--- config.mk ---
export PLATFORM = sky130hd
export DESIGN_NAME = decode_stage
export DESIGN_NICKNAME = d
export VERILOG_FILES = /design/src/rtl/decode_pkg.sv /design/src/rtl/decode_comb.sv /design/src/rtl/decode_stage.sv
export SDC_FILE = /design/constraint.sdc
export NUM_CORES = 1
export LEC_CHECK = 0
export CORE_ASPECT_RATIO = 1.5
export CORE_MARGIN = 2
export CORE_UTILIZATION = 45
export DETAILED_ROUTE_END_ITERATION = 12
export PLACE_DENSITY = 0.84
export SLEW_MARGIN = 40
export SYNTH_ARGS = -nofsm -noshare
export SYNTH_HDL_FRONTEND = slang
export SYNTH_SLANG_ARGS = --single-unit
--- constraint.sdc ---
create_clock -name clk -period 2.1 [get_ports clk]
set_input_delay 0.42 -clock clk [delete_from_list [all_inputs] [get_ports clk]]
set_output_delay 0.42 -clock clk [all_outputs]
set_load 0.005 [all_outputs]
--- src/rtl/decode_pkg.sv ---
// decode_pkg: shared definitions for the RV32-subset decode stage.
// Holds the decoded-operation enum, the stage FSM state enum, RV32
// opcode/funct constants, instruction field positions and the per-op
// micro-step count.
package decode_pkg;

  localparam int OP_W     = 4;
  localparam int NSTEPS_W = 4;

  typedef enum logic [OP_W-1:0] {
    OP_NOP, OP_ADD, OP_SUB, OP_AND, OP_OR, OP_ADDI,
    OP_LW, OP_SW, OP_LUI, OP_JAL, OP_BEQ, OP_BNE
  } op_e;

  typedef enum logic [1:0] {
    S_IDLE, S_BUSY, S_HALT
  } state_e;

  // Major opcodes
  localparam logic [6:0] OPC_OP     = 7'b0110011;
  localparam logic [6:0] OPC_OPIMM  = 7'b0010011;
  localparam logic [6:0] OPC_LOAD   = 7'b0000011;
  localparam logic [6:0] OPC_STORE  = 7'b0100011;
  localparam logic [6:0] OPC_LUI    = 7'b0110111;
  localparam logic [6:0] OPC_JAL    = 7'b1101111;
  localparam logic [6:0] OPC_BRANCH = 7'b1100011;

  // funct3 / funct7 values
  localparam logic [2:0] F3_ADD  = 3'b000;
  localparam logic [2:0] F3_AND  = 3'b111;
  localparam logic [2:0] F3_OR   = 3'b110;
  localparam logic [2:0] F3_WORD = 3'b010;
  localparam logic [2:0] F3_BEQ  = 3'b000;
  localparam logic [2:0] F3_BNE  = 3'b001;
  localparam logic [6:0] F7_BASE = 7'b0000000;
  localparam logic [6:0] F7_ALT  = 7'b0100000;

  // Field positions (LSB of each field)
  localparam int RD_LSB  = 7;
  localparam int F3_LSB  = 12;
  localparam int RS1_LSB = 15;
  localparam int RS2_LSB = 20;
  localparam int F7_LSB  = 25;

  localparam logic [NSTEPS_W-1:0] ONE_STEP = NSTEPS_W'(1);

  // Number of micro-steps the execute sequencer needs for each op.
  function automatic logic [NSTEPS_W-1:0] op_steps(input op_e op);
    case (op)
      OP_NOP:  op_steps = NSTEPS_W'(0);
      OP_LW:   op_steps = NSTEPS_W'(3);
      OP_LUI:  op_steps = NSTEPS_W'(1);
      default: op_steps = NSTEPS_W'(2);
    endcase
  endfunction

endpackage

--- src/rtl/decode_comb.sv ---
// decode_comb: purely combinational RV32-subset decoder.
// Ports:
//   instr_i  : 32-bit instruction word
//   op_o     : decoded operation (OP_NOP when illegal)
//   rd_o/rs1_o/rs2_o : register indices, 0 when the op does not use them
//   imm_o    : sign-extended immediate, 0 when the op has none
//   legal_o  : encoding is one of the supported instructions
//   nsteps_o : micro-step count for the op
module decode_comb
  import decode_pkg::*;
#(
  parameter int XLEN = 32
) (
  input  logic [31:0]          instr_i,
  output op_e                  op_o,
  output logic [4:0]           rd_o,
  output logic [4:0]           rs1_o,
  output logic [4:0]           rs2_o,
  output logic [XLEN-1:0]      imm_o,
  output logic                 legal_o,
  output logic [NSTEPS_W-1:0]  nsteps_o
);

  logic [6:0]        opc;
  logic [2:0]        f3;
  logic [6:0]        f7;
  logic              use_rd, use_rs1, use_rs2;
  logic signed [31:0] imm32;

  assign opc = instr_i[6:0];
  assign f3  = instr_i[F3_LSB +: 3];
  assign f7  = instr_i[F7_LSB +: 7];

  always_comb begin
    op_o    = OP_NOP;
    legal_o = 1'b0;
    use_rd  = 1'b0;
    use_rs1 = 1'b0;
    use_rs2 = 1'b0;
    imm32   = '0;
    case (opc)
      OPC_OP: begin
        legal_o = 1'b1;
        use_rd  = 1'b1;
        use_rs1 = 1'b1;
        use_rs2 = 1'b1;
        if (f3 == F3_ADD && f7 == F7_BASE)      op_o = OP_ADD;
        else if (f3 == F3_ADD && f7 == F7_ALT)  op_o = OP_SUB;
        else if (f3 == F3_AND && f7 == F7_BASE) op_o = OP_AND;
        else if (f3 == F3_OR && f7 == F7_BASE)  op_o = OP_OR;
        else legal_o = 1'b0;
      end
      OPC_OPIMM, OPC_LOAD: begin
        if ((opc == OPC_OPIMM && f3 == F3_ADD) || (opc == OPC_LOAD && f3 == F3_WORD)) begin
          op_o    = (opc == OPC_OPIMM) ? OP_ADDI : OP_LW;
          legal_o = 1'b1;
          use_rd  = 1'b1;
          use_rs1 = 1'b1;
          imm32   = {{20{instr_i[31]}}, instr_i[31:20]};
        end
      end
      OPC_STORE: begin
        if (f3 == F3_WORD) begin
          op_o    = OP_SW;
          legal_o = 1'b1;
          use_rs1 = 1'b1;
          use_rs2 = 1'b1;
          imm32   = {{20{instr_i[31]}}, instr_i[31:25], instr_i[11:7]};
        end
      end
      OPC_LUI: begin
        op_o    = OP_LUI;
        legal_o = 1'b1;
        use_rd  = 1'b1;
        imm32   = {instr_i[31:12], 12'b0};
      end
      OPC_JAL: begin
        op_o    = OP_JAL;
        legal_o = 1'b1;
        use_rd  = 1'b1;
        imm32   = {{11{instr_i[31]}}, instr_i[31], instr_i[19:12], instr_i[20],
                   instr_i[30:21], 1'b0};
      end
      OPC_BRANCH: begin
        if (f3 == F3_BEQ || f3 == F3_BNE) begin
          op_o    = (f3 == F3_BEQ) ? OP_BEQ : OP_BNE;
          legal_o = 1'b1;
          use_rs1 = 1'b1;
          use_rs2 = 1'b1;
          imm32   = {{19{instr_i[31]}}, instr_i[31], instr_i[7], instr_i[30:25],
                     instr_i[11:8], 1'b0};
        end
      end
      default: ;
    endcase
  end

  assign rd_o     = use_rd  ? instr_i[RD_LSB  +: 5] : 5'd0;
  assign rs1_o    = use_rs1 ? instr_i[RS1_LSB +: 5] : 5'd0;
  assign rs2_o    = use_rs2 ? instr_i[RS2_LSB +: 5] : 5'd0;
  // Signed source: the size cast sign-extends to XLEN.
  assign imm_o    = XLEN'(imm32);
  assign nsteps_o = op_steps(op_o);

endmodule

--- src/rtl/decode_stage.sv ---
// decode_stage: handshaked decode stage. Accepts one instruction from
// fetch, registers the decoded bundle and presents it to the execute
// sequencer as a sequence of micro-steps. Illegal encodings halt the
// stage until reset.
// Ports:
//   clk, rst_n               : clock, asynchronous active-low reset
//   flush                    : abort current instruction (ignored in HALT)
//   in_valid/in_ready        : fetch handshake; in_instr, in_pc payload
//   out_valid/out_ready      : sequencer handshake, one step per transfer
//   out_op/rd/rs1/rs2/imm/pc : registered decoded bundle
//   out_step, out_last       : current micro-step index, final-step flag
//   halted                   : sticky illegal-instruction flag
module decode_stage
  import decode_pkg::*;
#(
  parameter int XLEN   = 32,
  parameter int STEP_W = 2
) (
  input  logic              clk,
  input  logic              rst_n,
  input  logic              flush,
  input  logic              in_valid,
  output logic              in_ready,
  input  logic [31:0]       in_instr,
  input  logic [XLEN-1:0]   in_pc,
  output logic              out_valid,
  input  logic              out_ready,
  output op_e               out_op,
  output logic [4:0]        out_rd,
  output logic [4:0]        out_rs1,
  output logic [4:0]        out_rs2,
  output logic [XLEN-1:0]   out_imm,
  output logic [XLEN-1:0]   out_pc,
  output logic [STEP_W-1:0] out_step,
  output logic              out_last,
  output logic              halted
);

  op_e                 dec_op;
  logic [4:0]          dec_rd, dec_rs1, dec_rs2;
  logic [XLEN-1:0]     dec_imm;
  logic                dec_legal;
  logic [NSTEPS_W-1:0] dec_nsteps;

  decode_comb #(.XLEN(XLEN)) u_dec (
    .instr_i  (in_instr),
    .op_o     (dec_op),
    .rd_o     (dec_rd),
    .rs1_o    (dec_rs1),
    .rs2_o    (dec_rs2),
    .imm_o    (dec_imm),
    .legal_o  (dec_legal),
    .nsteps_o (dec_nsteps)
  );

  state_e              state_q, state_d;
  op_e                 op_q;
  logic [4:0]          rd_q, rs1_q, rs2_q;
  logic [XLEN-1:0]     imm_q, pc_q;
  logic [STEP_W-1:0]   step_q, last_idx_q;
  logic                is_last, accept, step_fire;

  assign is_last = (step_q == last_idx_q);
  // in_ready can be high in IDLE while flush is asserted; flush still wins.
  assign accept    = in_valid & in_ready & ~flush;
  assign step_fire = out_valid & out_ready & ~flush;

  // State register
  always_ff @(posedge clk or negedge rst_n) begin
    if (!rst_n) state_q <= S_IDLE;
    else        state_q <= state_d;
  end

  // Next-state logic
  always_comb begin
    state_d = state_q;
    case (state_q)
      S_IDLE: begin
        if (!flush && in_valid) state_d = dec_legal ? S_BUSY : S_HALT;
      end
      S_BUSY: begin
        if (flush) state_d = S_IDLE;
        else if (out_ready && is_last) begin
          // Retiring the last step: pick up the next instruction in the same cycle.
          if (in_valid) state_d = dec_legal ? S_BUSY : S_HALT;
          else          state_d = S_IDLE;
        end
      end
      S_HALT:  state_d = S_HALT;
      default: state_d = S_IDLE;
    endcase
  end

  // Outputs
  always_comb begin
    in_ready  = (state_q == S_IDLE) |
                ((state_q == S_BUSY) & is_last & out_ready & ~flush);
    out_valid = (state_q == S_BUSY);
    out_last  = (state_q == S_BUSY) & is_last;
    halted    = (state_q == S_HALT);
  end

  // Bundle and step counter
  always_ff @(posedge clk or negedge rst_n) begin
    if (!rst_n) begin
      op_q       <= OP_NOP;
      rd_q       <= '0;
      rs1_q      <= '0;
      rs2_q      <= '0;
      imm_q      <= '0;
      pc_q       <= '0;
      step_q     <= '0;
      last_idx_q <= '0;
    end else if (accept && dec_legal) begin
      op_q       <= dec_op;
      rd_q       <= dec_rd;
      rs1_q      <= dec_rs1;
      rs2_q      <= dec_rs2;
      imm_q      <= dec_imm;
      pc_q       <= in_pc;
      step_q     <= '0;
      last_idx_q <= STEP_W'(dec_nsteps - ONE_STEP);
    end else if (step_fire && !is_last) begin
      step_q <= step_q + STEP_W'(1);
    end else if (step_fire || flush) begin
      step_q <= '0;
    end
  end

  assign out_op   = op_q;
  assign out_rd   = rd_q;
  assign out_rs1  = rs1_q;
  assign out_rs2  = rs2_q;
  assign out_imm  = imm_q;
  assign out_pc   = pc_q;
  assign out_step = step_q;

endmodule

==> impl_metrics.yaml, run 1 <==
timing:
  final_max_slew_viol_count: 0
  post-route-period-util: 1.059
  finalSetupViolCount: 65
  hold_ws_ns: 0.04288
  setup_slack_ns: -0.1243
  hold_viol_final: 0
  fmaxAchievable_ghz: 0.4496
  slew_headroom: 0.6608
  skew_ns: 0.005627
  rsz0062_at_grt: "true"
  worstMarginPinSlew_ns: 0.5089
  min_period_ns: 2.224
worst_setup_path:
  worstPathMaxFanout: 8
  cp.required_ns: 2.37
  cp_slowest_cell: "or3b_4"
  path_buf_inv: 6
  cpPeakStageDelay_ns: 0.41
  reg2reg_setup_slack_ns: -0.05
  cpLargestDelayFamily: "buffers and inverters"
  crit_top_cell: "buf_12"
  worst-setup-path-type: "in2reg"
  path_cells: "buf_6 > or3b_4 > buf_6 > nor4_4 > o21a_1 > o21a_4 > buf_12 > buf_8 > buf_12 > buf_12 > mux2i_4"
  arrival_ns: 2.49
  end_kind: "flip-flop"
  startpoint_type: "primary input"
clocking:
  cts_made_buffers: 9
  cts_sinks: 89
  cts_tree: "yes"
  cts_max_level: 3
  clkTransAtPathRegs_ns: 0.06
  ctsRootBufferMaster: "clkbuf_16"
  cts_buffer_depth: 2
  clk_latency_ns: 0.34
place:
  place_congestion: 0.9066
  place_inst: 681
  io_buffer_count: 157
  dpl.hpwl_um: 9080
cells_and_area:
  final_nets: 682
  layout_commonest_cell: "clkdlybuf4s50_1"
  diodes: 0
  final_cell_mix: "138 x clkdlybuf4s50_1, 89 x dfrtp_1, 72 x buf_4"
  fin_cells: 730
  syn_to_final_growth_pct: 76.96
  final_layout_size_suffix_gt1_frac: 0.3317
logic_synthesis:
  ys_types: 44
  syn-num-nets: 434
  postSynthCellCount: 365
  synth-edff-count: 0
  syn_area_per_cell_um2: 11.57
  yosys_warnings: 0
  ys_ff_latch: 89
  syn_area_mm2: 0.004224
  synth-seq-area-share: 0.5273
  ys.flop_type: "dfrtp_1"
  ys_async_sr_fraction: 1.000
global_routing:
  grt_pass1_wl_um: 21590
  grt_pass1_vias: 4170
  grt_max_degree: 40
  grt-ovfl-total: 0
  antenna_found_initial: 0
  grtUsageTotal: 0.2741
detailed_routing:
  routed_wl_um: 14140
  first_pass_iters: 4
  ant_nets: 0
  drt-initial-drc-count: 174
  drc_errors: 0
  post_drt_wl_per_cell_um: 19.37
  vias_per_cell: 5.268
  num_vias: 3846
power_and_ir_drop:
  p_total_mw: 3.819
  ir_worst_vdd_uv: 710.6
  leakage_nw: 3.399
  powerDensity_mw_per_mm2: 510.9
floorplanning:
  start_util: 0.4591
  die_w_um: 83.11
  rows: 43
  die_area_mm2: 0.01019
  die_y_um: 122.7
  io_pins: 158
  core_mm2: 0.009200
run_status:
  violations: "negative setup slack"
  outcome: "complete, but fails checks"
run:
  drv_cap: 0
hold_path:
  min_path_type: "in2async"
synthesized netlist by cell type, types with 6 or more instances:
cell type  count  share of area
a21oi_1       25          0.030
a22o_1         6          0.012
mux2_2        33          0.088
nand2_1       20          0.018
mux2_1         7          0.019
mux2i_1       44           0.10
nor3_1         6         0.0071
nor2_1         8         0.0071
buf_6          9          0.024
o21ai_0        7         0.0083
dfrtp_1       89           0.53
inv_1         46          0.041
where the power goes:
group	switching, mW	leakage (nW)	internal, mW	total (mW)
Sequential	0.0179	1.01	1.74	1.76
Combinational	0.167	2.25	0.247	0.415
Clock	0.688	0.141	0.956	1.64
flip-flops by register name, indices dropped and copies added, names as in the netlist:
register / cells
last_idx_q: 2
out_imm: 32
out_op: 4
out_pc: 32
out_rd: 5
out_rs1: 5
out_rs2: 5
out_step: 2
state_q: 2
per-stage QoR:
stage	instance area [um2]	setup slack, ns	setup TNS [ns]	util
floorplan	4451	-0.1393	-9.417	-
global placement	6570	-0.6613	-55.95	0.7141
detailed placement	6570	-0.7396	-61.78	0.7141
CTS	7356	-0.1092	-3.029	0.7995
global route	7475	-0.1733	-8.247	0.8125
finish	7475	-0.1243	-4.768	0.8125
cells by family (layout without fill, tap and decap cells):
kind of cell / after synthesis / count (layout) / share of synthesized area
flops: 89 / 89 / 0.5273
buf+inv: 65 / 318 / 0.07702
compound gates: 54 / 54 / 0.08649
mux: 84 / 84 / 0.2109
xor+xnor: 3 / 3 / 0.006222
simple gates: 70 / 70 / 0.09212
timing repair:
| item | CTS | global route |
|---|---|---|
| setup endpoints to repair | 91 | 87 |
| hold buffers | 0 | 0 |
| pin swaps | 15 | 9 |
| gates cloned | 7 | 2 |
| setup buffers | 21 | 5 |
| gates resized for setup | 95 | 17 |
cell type report:
cell class,instances,area (um2)
Timing Repair Buffer,256,2628
Sequential cell,89,2227
Multi-Input combinational cell,211,2002
Fill cell,478,1725
Clock buffer,10,239.0
Inverter,46,172.7
Tap cell,112,140.1
Clock inverter,6,66.31
layer usage:
metal | track usage | vias to the layer above | wire, um | share of wire
met2 | 0.5151 | 144 | 7856 | 0.56
met5 | 0 | - | 0 | 0
li1 | - | 1759 | - | -
met4 | 0.1332 | 0 | 507 | 0.036
met3 | 0.05783 | 36 | 586 | 0.041
met1 | 0.2897 | 1907 | 5189 | 0.37
path summary, 6_finish.rpt:
| kind | from | end | depth (start not counted) |
|---|---|---|---|
| worst min register to register | out_pc[5]$_DFFE_PN0N_ | out_pc[5]$_DFFE_PN0N_ | 1 |
| worst min-delay path | rst_n | out_imm[8]$_DFFE_PN0N_ | 1 |
| worst max-delay path | in_instr[4] | out_rs2[2]$_DFFE_PN0N_ | 11 |
| min in group clk | in_instr[26] | out_imm[6]$_DFFE_PN0N_ | 4 |
| worst max register to register | last_idx_q[1]$_DFFE_PN0N_ | out_rs2[2]$_DFFE_PN0N_ | 11 |
| max in group asynchronous | rst_n | out_pc[27]$_DFFE_PN0N_ | 2 |
(Power assumes the default switching activity.)
==> run 2, diff against run 1 <==
CTS_CLUSTER_DIAMETER = 200   (was default)
PLACE_DENSITY = 0.87   (was 0.84)
clock period = 2.35 ns   (was 2.1 ns; I/O delays follow)
==> run 2 against run 1 <==
Compared with the run above:
- the flow still finishes with violations (negative setup slack)
- clock power down 7%
- non-clock buffer count down 1
- sequential share of layout area up 1.0 points
- largest cell class unchanged
- highest routed layer unchanged
==> impl_metrics.yaml, run 2 (synthesis gave the netlist of run 1 again) <==
clocking:
  cts_buffer_depth: 2
  clkTransAtPathRegs_ns: 0.06
  cts_made_buffers: 9
  cts_tree: "yes"
  clk_latency_ns: 0.35
  ctsHoldBuffers: 0
  cts_max_level: 3
  ctsRootBufferMaster: "clkbuf_16"
  cts_sinks: 89
run:
  drv_cap: 0
cells_and_area:
  seqCellArea_mm2: 0.002228
  diodes: 0
  layout_commonest_cell: "clkdlybuf4s50_1"
  fin_cells: 729
  final_nets: 681
  final_layout_size_suffix_gt1_frac: 0.3079
  final_cell_mix: "139 x clkdlybuf4s50_1, 88 x dfrtp_1, 76 x buf_4"
  utilization: 0.7865
  multi_input_area_mm2: 0.001889
  nFillCells: 522
  syn_to_final_growth_pct: 71.30
timing:
  final_max_slew_viol_count: 0
  fmaxAchievable_ghz: 0.4239
  finalSetupViolCount: 1
  post-route-period-util: 1.004
  setup_slack_ns: -0.008916
  setup_tns_ns: -0.008916
  skew_ns: 0.01026
  slew_headroom: 0.6655
  min_period_ns: 2.359
  worstMarginPinSlew_ns: 0.5018
  hold_viol_final: 0
worst_setup_path:
  startpoint_type: "primary input"
  worst-setup-path-type: "in2reg"
  crit_start: "in_instr[14]"
  worstPathMaxFanout: 8
  reg2reg_from: "last_idx_q[1]$_DFFE_PN0N_"
  cp.required_ns: 2.60
  cp_slowest_cell: "or3b_4"
  arrival_ns: 2.61
  end_kind: "flip-flop"
  path_cells: "dlygate4sd2_1 > or3b_4 > nor4_4 > or4_4 > o21a_4 > buf_4 > buf_6 > buf_16 > buf_8 > mux2i_1"
  cpPeakStageDelay_ns: 0.42
place:
  place_congestion: 0.9725
  dpl.hpwl_um: 9287
  place_inst: 682
  dp_slack_ns: -0.5542
  io_buffer_count: 157
hold_path:
  min_path_type: "in2async"
floorplanning:
  die_area_mm2: 0.01019
  start_util: 0.4591
  die_w_um: 83.11
  rows: 43
  io_pins: 158
  die_y_um: 122.7
  core_mm2: 0.009200
global_routing:
  grt-ovfl-total: 0
  antenna_found_initial: 0
  grt_pass1_wl_um: 23110
  grt_pass1_vias: 4559
  grtUsageTotal: 0.2933
  grt_max_degree: 39
detailed_routing:
  first_pass_iters: 5
  vias_per_cell: 5.527
  post_drt_wl_per_cell_um: 20.53
  routed_wl_um: 14970
  ant_nets: 0
  drt-initial-drc-count: 326
  drc_errors: 0
  num_vias: 4029
power_and_ir_drop:
  powerDensity_mw_per_mm2: 479.4
  ir_worst_vdd_uv: 512.1
  leakage_nw: 3.346
  p_total_mw: 3.469
run_status:
  violations: "negative setup slack"
  outcome: "complete, but fails checks"
run 2: cell count changes in the layout (fill, tap and decap cells not counted), moves of 3 or more:
cell	previous run	this run
clkbuf_2	0	6
buf_4	72	76
clkinvlp_4	3	0
buf_6	13	10
mux2_4	40	23
buf_12	11	4
mux2i_1	40	43
buf_2	7	3
mux2_1	0	4
mux2_2	0	13
run 2: layer usage:
| metal | routed length (um) | vias to the layer above | global-route usage | part of all wire |
|---|---|---|---|---|
| li1 | - | 1748 | - | - |
| met5 | 0 | - | 0 | 0 |
| met1 | 5207 | 2002 | 0.3000 | 0.35 |
| met2 | 7917 | 213 | 0.5262 | 0.53 |
| met4 | 871 | 0 | 0.1865 | 0.058 |
| met3 | 972 | 66 | 0.08137 | 0.065 |
run 2: cell type report:
| class | instances | share of cell area |
|---|---|---|
| Tap cell | 112 | 0.01937 |
| Clock buffer | 12 | 0.03683 |
| Timing Repair Buffer | 255 | 0.3441 |
| Inverter | 46 | 0.02386 |
| Clock inverter | 4 | 0.006744 |
| Multi-Input combinational cell | 211 | 0.2611 |
| Sequential cell | 89 | 0.3080 |
run 2: per-stage QoR:
stage	cell area [um2]	hold slack [ns]
5_1_grt	7236	0.1003
6_report	7236	0.07473
4_1_cts	7163	0.08986
3_5_place_dp	6352	0.4463
3_3_place_gp	6352	0.4459
2_1_floorplan	4242	0.1744
run 2: critical path, delay by kind of cell:
kind,cells,cell delay [ns]
AOI/OAI and AO/OA,1,0.14
buffers and inverters,5,0.82
muxes,1,0.23
and+or+nand+nor,3,0.95
run 2: final timing paths:
kind	endpoint	slack, ns	cells past startpoint
max	out_rd[1]$_DFFE_PN0N_	-0.009	10
min	out_imm[31]$_DFFE_PN0N_	0.07	1
max reg2reg	out_rd[1]$_DFFE_PN0N_	0.07	11
min reg2reg	out_pc[11]$_DFFE_PN0N_	0.51	1
max in group asynchronous	out_pc[0]$_DFFE_PN0N_	1.64	2
min in group clk	out_pc[11]$_DFFE_PN0N_	0.51	1
run 2: report_power, final:
group	internal [mW]	switching, mW	total, mW	leakage, nW
combinational	0.220	0.159	0.379	2.18
clock	0.911	0.606	1.52	0.159
sequential	1.56	0.0154	1.57	1.01
run 2: what timing repair did:
item | in CTS | in global routing
endpoints found under the setup margin | 82 | 87
gates resized for setup | 70 | 36
setup buffers | 22 | 3
gates cloned | 6 | 0
pin swaps | 10 | 9
==> run 3, diff against run 2 <==
RECOVER_POWER = 50   (was default)
==> run 3 against run 2 <==
Compared with the run above:
- the run ends with max-capacitance violations, max-slew violations, negative setup slack left
- clock-buffer cell count did not move
- die area unchanged
- wire length is 0.47% lower
- first-iteration DRC count rose by 4.3%
- register-to-register slack is essentially flat
- hold slack improved by 0.43 ns
- sequential power barely moved
- cell area hardly changed
- flip-flop and latch count did not move
- worst setup slack lost 0.010 ns
- global-route usage unchanged
- via count decreased by 0.60%
- critical path type unchanged
- critical endpoint unchanged
- largest cell class unchanged
- largest power group unchanged
==> impl_metrics.yaml, run 3 (synthesis gave the netlist of run 1 again) <==
run_status:
  outcome: "complete, but fails checks"
  violations: "max-capacitance violations, max-slew violations, negative setup slack"
detailed_routing:
  vias_per_cell: 5.494
  drt-initial-drc-count: 340
  first_pass_iters: 5
  ant_nets: 0
  num_vias: 4005
  post_drt_wl_per_cell_um: 20.43
  drc_errors: 0
  routed_wl_um: 14900
hold_path:
  hold_depth: 1
  min_to: "out_imm[4]$_DFFE_PN0N_"
  min_path_type: "reg2reg"
  hp-start: "out_imm[4]$_DFFE_PN0N_"
clocking:
  ctsRootBufferMaster: "clkbuf_16"
  cts_max_level: 3
  ctsHoldBuffers: 0
  cts_buffer_depth: 2
  cts_tree: "yes"
  cts_sinks: 89
  clk_latency_ns: 0.35
  clkTransAtPathRegs_ns: 0.06
  cts_made_buffers: 9
worst_setup_path:
  worst-setup-path-type: "in2reg"
  cpPeakStageDelay_ns: 0.42
  arrival_ns: 2.62
  startpoint_type: "primary input"
  cp_slowest_cell: "or3b_4"
  reg2reg_setup_slack_ns: 0.07
  rr_worst_depth: 11
  worstPathMaxFanout: 8
  cp.required_ns: 2.60
  end_kind: "flip-flop"
  worstReg2RegEnd: "out_rd[1]$_DFFE_PN0N_"
  path_cells: "dlygate4sd2_1 > or3b_4 > nor4_4 > or4_4 > o21a_4 > buf_4 > buf_6 > buf_16 > buf_8 > mux2i_1"
  path_buf_inv: 5
  cpLargestDelayFamily: "simple AND/OR/NAND/NOR gates"
  reg2reg_from: "last_idx_q[1]$_DFFE_PN0N_"
global_routing:
  grt_pass1_wl_um: 23110
  antenna_found_initial: 0
  grtUsageTotal: 0.2933
  grt-ovfl-total: 0
  grt_max_degree: 39
  grt_pass1_vias: 4559
cells_and_area:
  diodes: 0
  utilization: 0.7858
  final_nets: 681
  syn_to_final_growth_pct: 71.15
  final_cell_mix: "103 x clkdlybuf4s50_1, 88 x dfrtp_1, 74 x buf_4"
  final_layout_size_suffix_gt1_frac: 0.3063
  layout_commonest_cell: "clkdlybuf4s50_1"
  fin_cells: 729
floorplanning:
  die_area_mm2: 0.01019
  start_util: 0.4591
  die_y_um: 122.7
  core_mm2: 0.009200
  rows: 43
  die_w_um: 83.11
  io_pins: 158
timing:
  final_max_slew_viol_count: 34
  fmaxAchievable_ghz: 0.4221
  slew_headroom: -0.2886
  setup_slack_ns: -0.01928
  skew_ns: 0.01130
  finalSetupViolCount: 1
  hold_viol_final: 0
  post-route-period-util: 1.008
  worstMarginPinSlew_ns: 1.933
  min_period_ns: 2.369
  hold_ws_ns: 0.5032
place:
  io_buffer_count: 157
  place_inst: 682
  dpl.hpwl_um: 9287
  place_congestion: 0.9725
power_and_ir_drop:
  leakage_nw: 3.346
  ir_worst_vdd_uv: 511.8
  powerDensity_mw_per_mm2: 479.4
  p_total_mw: 3.466
run:
  drv_cap: 1
==> run 3: timing repair <==
item / CTS / global route
setup endpoints to repair: 82 / 87
gates resized for setup: 70 / 36
pin swaps: 10 / 9
setup buffers: 22 / 3
hold endpoints to repair: 0 / 0
gates cloned: 6 / 0
==> run 3: how the worst max path moves through the flow <==
stage / from / endpoint / slack, ns / cells past startpoint
after floorplan: in_instr[12] / out_pc[2]$_DFFE_PN0N_ / 0.02 / 8
after global placement: in_instr[26] / out_imm[2]$_DFFE_PN0N_ / -0.50 / 7
after detailed placement: in_instr[3] / out_imm[5]$_DFFE_PN0N_ / -0.55 / 9
after CTS: in_instr[4] / out_pc[13]$_DFFE_PN0N_ / -0.03 / 11
after global routing: in_instr[14] / out_rd[1]$_DFFE_PN0N_ / -0.06 / 10
final: in_instr[14] / out_rd[1]$_DFFE_PN0N_ / -0.02 / 10
==> run 3: final cells by class <==
type | instances | area (um2)
Clock inverter | 4 | 48.80
Fill cell | 523 | 1971
Tap cell | 112 | 140.1
Multi-Input combinational cell | 211 | 1889
Sequential cell | 89 | 2228
Clock buffer | 12 | 266.5
Inverter | 46 | 172.7
Timing Repair Buffer | 255 | 2484
==> run 3: metal layers <==
layer  vias to the layer above  track usage  wire length, um
li1                       1748            -                -
met1                      1983       0.3000             5191
met2                       207       0.5262             7901
met3                        67      0.08137              939
met4                         0       0.1865              864
met5                         -            0                0
==> run 3: power by group <==
part | internal [mW] | switching [mW] | total (mW)
Combinational | 0.215 | 0.159 | 0.374
Clock | 0.912 | 0.609 | 1.52
Sequential | 1.56 | 0.0146 | 1.57
==> run 3: metrics by stage <==
step,setup slack [ns],TNS (ns),instance area [um2]
5_1_grt,-0.06464,-0.7085,7229
4_1_cts,-0.02609,-0.2822,7163
6_report,-0.01928,-0.01928,7229
3_3_place_gp,-0.4996,-39.30,6352
2_1_floorplan,0.01936,0,4242
3_5_place_dp,-0.5542,-43.57,6352
